$ cat config.mk
export PLATFORM = sky130hd
export DESIGN_NAME = dff_skid_stage
export DESIGN_NICKNAME = d
export VERILOG_FILES = /design/src/rtl/dff_skid_stage.sv
export SDC_FILE = /design/constraint.sdc
export NUM_CORES = 1
export LEC_CHECK = 0
export CAP_MARGIN = 20
export CORE_ASPECT_RATIO = 1.1
export CORE_MARGIN = 2
export CORE_UTILIZATION = 42
export CTS_CLUSTER_DIAMETER = 150
export DETAILED_ROUTE_END_ITERATION = 7
export GPL_TIMING_DRIVEN = 1
export PLACE_DENSITY = 0.73
export REMOVE_ABC_BUFFERS = 1
export SYNTH_ARGS = -nofsm -noshare
export SYNTH_HDL_FRONTEND = slang
export SYNTH_SLANG_ARGS = --single-unit
$ cat constraint.sdc
create_clock -name clk -period 2 [get_ports clk]
set_input_delay 0.4 -clock clk [delete_from_list [all_inputs] [get_ports clk]]
set_output_delay 0.4 -clock clk [all_outputs]
set_load 0.02 [all_outputs]
$ cat src/rtl/dff_skid_stage.sv
// Two-entry valid/ready skid buffer built from load-enable registers.
// The upstream ready is a flop, so m_ready never reaches s_ready through
// combinational logic. The buffer still moves one item per cycle while both
// sides are streaming.
module dff_skid_stage #(
    parameter int DATA_WIDTH = 16
) (
    input  logic                  clk,
    input  logic                  rstn,
    input  logic                  s_valid,
    output logic                  s_ready,
    input  logic [DATA_WIDTH-1:0] s_data,
    output logic                  m_valid,
    input  logic                  m_ready,
    output logic [DATA_WIDTH-1:0] m_data,
    output logic [1:0]            occ
);

    // The encoding equals the number of entries held, so occ is the state itself.
    typedef enum logic [1:0] {
        EMPTY = 2'd0,
        ONE   = 2'd1,
        FULL  = 2'd2
    } state_t;

    state_t                state_q, state_d;
    logic                  s_ready_q, s_ready_d;
    logic [DATA_WIDTH-1:0] main_q, main_d;
    logic [DATA_WIDTH-1:0] skid_q, skid_d;
    logic                  main_en, skid_en;
    logic                  s_fire, m_fire;

    assign m_valid = (state_q != EMPTY);
    assign s_ready = s_ready_q;
    assign m_data  = main_q;
    assign occ     = state_q;

    assign s_fire = s_valid & s_ready_q;
    assign m_fire = m_valid & m_ready;

    // Next-state and register load enables derived from the two handshakes.
    always_comb begin
        state_d = state_q;
        main_d  = main_q;
        skid_d  = skid_q;
        main_en = 1'b0;
        skid_en = 1'b0;
        unique case (state_q)
            EMPTY: begin
                if (s_fire) begin
                    state_d = ONE;
                    main_en = 1'b1;
                    main_d  = s_data;
                end
            end
            ONE: begin
                if (s_fire && !m_fire) begin
                    state_d = FULL;
                    skid_en = 1'b1;
                    skid_d  = s_data;
                end else if (!s_fire && m_fire) begin
                    state_d = EMPTY;
                end else if (s_fire && m_fire) begin
                    // The outgoing item leaves as the new one lands in main.
                    main_en = 1'b1;
                    main_d  = s_data;
                end
            end
            FULL: begin
                // s_ready is low here, so only the downstream side can move.
                if (m_fire) begin
                    state_d = ONE;
                    main_en = 1'b1;
                    main_d  = skid_q;
                end
            end
            default: begin
                state_d = EMPTY;
            end
        endcase
        // Ready looks one state ahead so the stage can register it.
        s_ready_d = (state_d != FULL);
    end

    // State and ready flops. Ready stays low during reset and rises one edge after release.
    always_ff @(posedge clk or negedge rstn) begin
        if (!rstn) begin
            state_q   <= EMPTY;
            s_ready_q <= 1'b0;
        end else begin
            state_q   <= state_d;
            s_ready_q <= s_ready_d;
        end
    end

    // Main register loads only on its enable, so m_data holds still during stalls.
    always_ff @(posedge clk or negedge rstn) begin
        if (!rstn) begin
            main_q <= '0;
        end else if (main_en) begin
            main_q <= main_d;
        end
    end

    // The skid register captures the item that arrives while main is stalled.
    always_ff @(posedge clk or negedge rstn) begin
        if (!rstn) begin
            skid_q <= '0;
        end else if (skid_en) begin
            skid_q <= skid_d;
        end
    end

endmodule

==> results by group <==
Outcome
  • Outcome: finished, final reports clean

Power and ir drop
  • Peak supply drop: 0.667 mV
  • Pwr/cell area: 1470 nW/µm²
  • Sequential fraction of design power: 39.2%
  • Internal Power: 2200 µW
  • Switching share of power: 31.6%
  • Combinational share of power: 47.0%
  • Leak: 0.000945 µW
  • Clk pwr share: 13.8%
  • Psw: 1020 µW

Synthesis
  • Ys Warns: 0
  • Cell variety after synth: 18
  • Share of the synthesized area in the top cell type: 52.5%
  • Synthesized area per cell: 16.7 µm²
  • Synthesized cell area: 1670 µm²
  • Primary FF master, synth: dfrtp_1
  • Largest family of logic cells by synthesized area: multiplexers
  • Synth area leaders: dfrtp_1 (53%), mux2_2 (20%), mux2_4 (17%), buf_6 (1.4%), o211ai_4 (1.3%)
  • Area leader, netlist: dfrtp_1
  • Post-synthesis async set-or-reset flop share: 100%
  • Post-Syn Instances: 100
  • Adder-cell area share of the yosys netlist: 0%
  • #FFs+latches synth: 35
  • Post-synthesis sequential area ratio: 52.5%
  • Multiplexer share of the synthesized area: 37.3%
  • XOR/XNOR Fraction of Synth Area: 0%
  • Compound-Gate Fraction of Synth Area: 2.33%
  • EDFF count, synth: 0
  • Leading cell types by count after synthesis: dfrtp_1 (35), mux2_2 (29), mux2_4 (19)
  • Count leader, synth: dfrtp_1
  • Post-Synth Simple-Gate Area: 4.28%

STA
  • Unrepaired setup endpoints after global routing: false
  • Crit share post-route: 97.5%
  • Min Hold Slack: 0.503 ns
  • Fin worst setup slack: 0.0496 ns
  • Max frequency: 513 MHz
  • Worst Tran Pin Value: 0.533 ns
  • Pins Over Slew Limit: 0
  • Final Setup Violations: 0
  • Min Tclk post-route: 1.95 ns
  • Hold Vio Cnt, Final: 0
  • Setup Skew: 0.00392 ns
  • Relative slew margins: 64.4%
  • Setup_tns: 0 ns

Global route
  • Antenna violations before repair: 0
  • Vias in the first global route: 1068
  • Congestion Overflow GR: 0
  • Total GRT Usage: 15.4%
  • First-pass GRT wire length: 5220 µm
  • Largest net degree at the start of global routing: 36

Final layout
  • Seq. cell area: 877 µm²
  • Antenna fix cells: 0
  • Area delta synth->final: 31.2%
  • Layout cells sized above 1: 43.1%
  • Area of the multi-input gates: 732 µm²
  • Fillers: 306
  • Final net count: 165
  • Final core utilization: 56.5%

Clock network
  • Clock Path Buffers: 2
  • Clock Pin Slew Worst Setup and Hold Paths: 0.06 ns
  • TritonCTS clock tree: yes
  • # H-tree levels: 2
  • # resized after CTS: 0
  • Post-CTS setup buffer count: 0
  • Cell chosen for the clock root: clkbuf_8
  • Worst skew pair latency: 0.27 ns
  • CTS buffer count: 5
  • Sink Count: 35
  • CTS Hold Bufs: 0

Critical path
  • Worst path arrival time: 1.55 ns
  • Crit Path Class: reg2out
  • Worst Path Max Fanout: 8
  • CP endpoint kind: primary output
  • CP required: 1.60 ns
  • Startpoint type of the worst setup path: register

Drt
  • Antenna-violating nets left: 0
  • DR pass1 iterations: 4
  • Remaining design rule violation count: 0
  • Routed WL per cell: 15.3 µm
  • DRT iter0 DRCs: 21
  • Via count: 973
  • Via density: 4.96
  • Final wirelength: 2990 µm

Floorplan
  • Initial Utilization: 43.1%
  • DIE AREA: 4490 µm²
  • I/O pin count: 40
  • Die height: 70.1 µm
  • Die X: 64.1 µm
  • Core area: 3870 µm²
  • Cell Rows: 24

Place
  • GP Congestion: 0.812
  • Post-DP HPWL: 2080 µm
  • PortBufs: 39
  • Placement Setup Slack: -0.0463 ns

Worst hold path
  • Hold Path Class: reg2reg

Job
  • Max-cap violations: 0
-- per-stage QoR --
stage	instance area, µm²	std cells	power (µW)
after floorplan	1610	96	2160
after global placement	2110	190	2750
after detailed placement	2110	190	2810
after CTS	2190	196	3270
after global routing	2190	196	3410
final	2190	196	3220
-- worst paths after layout --
path                       startpoint         end  slack [ns]  depth (start not counted)
min in group asynchronous        rstn  skid_q[10]        0.52                          2
min                         skid_q[3]   skid_q[3]        0.50                          1
max in group asynchronous        rstn      occ[1]        1.12                          2
max                            occ[1]     m_valid        0.05                          2
min reg2reg                 skid_q[3]   skid_q[3]        0.50                          1
max reg2reg                    occ[0]   m_data[1]        0.32                          3
-- cell type report --
type / instances / share of cell area (%)
clock buffers: 6 / 3.32
inverters: 1 / 0.172
multi-input cells: 60 / 33.4
flip-flops and latches: 35 / 40.1
well taps: 52 / 2.97
repair buffers: 42 / 20.0
-- power by group through the flow --
stage,Clock (µW),Combinational [µW],Sequential (µW)
after detailed placement,0,1530,1280
after global placement,0,1490,1250
after floorplan,0,703,1460
final,445,1510,1260
after global routing,500,1600,1310
after CTS,468,1530,1270
-- cell families after synthesis --
| group | count (synthesis) |
|---|---|
| muxes | 49 |
| DFF | 35 |
| and+or+nand+nor | 8 |
| buffers and inverters | 5 |
| AOI/OAI and AO/OA | 3 |
-- cell usage in the layout, fill, tap and decap left out --
cell             netlist  layout
clkbuf_8               1       5
o211ai_4               1       1
mux2_4                19      19
mux2_2                29      29
clkbuf_1               0       1
nand2_1                1       1
nand3b_1               1       1
nand2b_2               1       1
nor2b_1                1       1
buf_4                  0       1
dfrtp_1               35      34
mux2i_1                1       1
nor3b_4                1       1
buf_12                 1       2
inv_1                  1       1
dfrtp_2                0       1
or2_4                  1       1
clkdlybuf4s50_1        0      39
nand4b_1               2       2
o221ai_1               1       1
a21o_2                 1       1
-- worst max-delay path, cell delays in order, from the launching register on --
cell and delay [ns]:
dfrtp_2 0.47, or2_4 0.27, clkdlybuf4s50_1 0.54
-- registers in the layout, indices dropped and copies added (netlist names) --
register,flops
skid_q,16
occ,2
m_data,16
s_ready,1
-- layer usage --
metal  global-route usage [%]  routed length, µm
met5                        0                  0
met4                     7.00                 46
met3                     4.03                104
met2                     25.8               1570
met1                     18.2               1270
(Power assumes the default switching activity.)
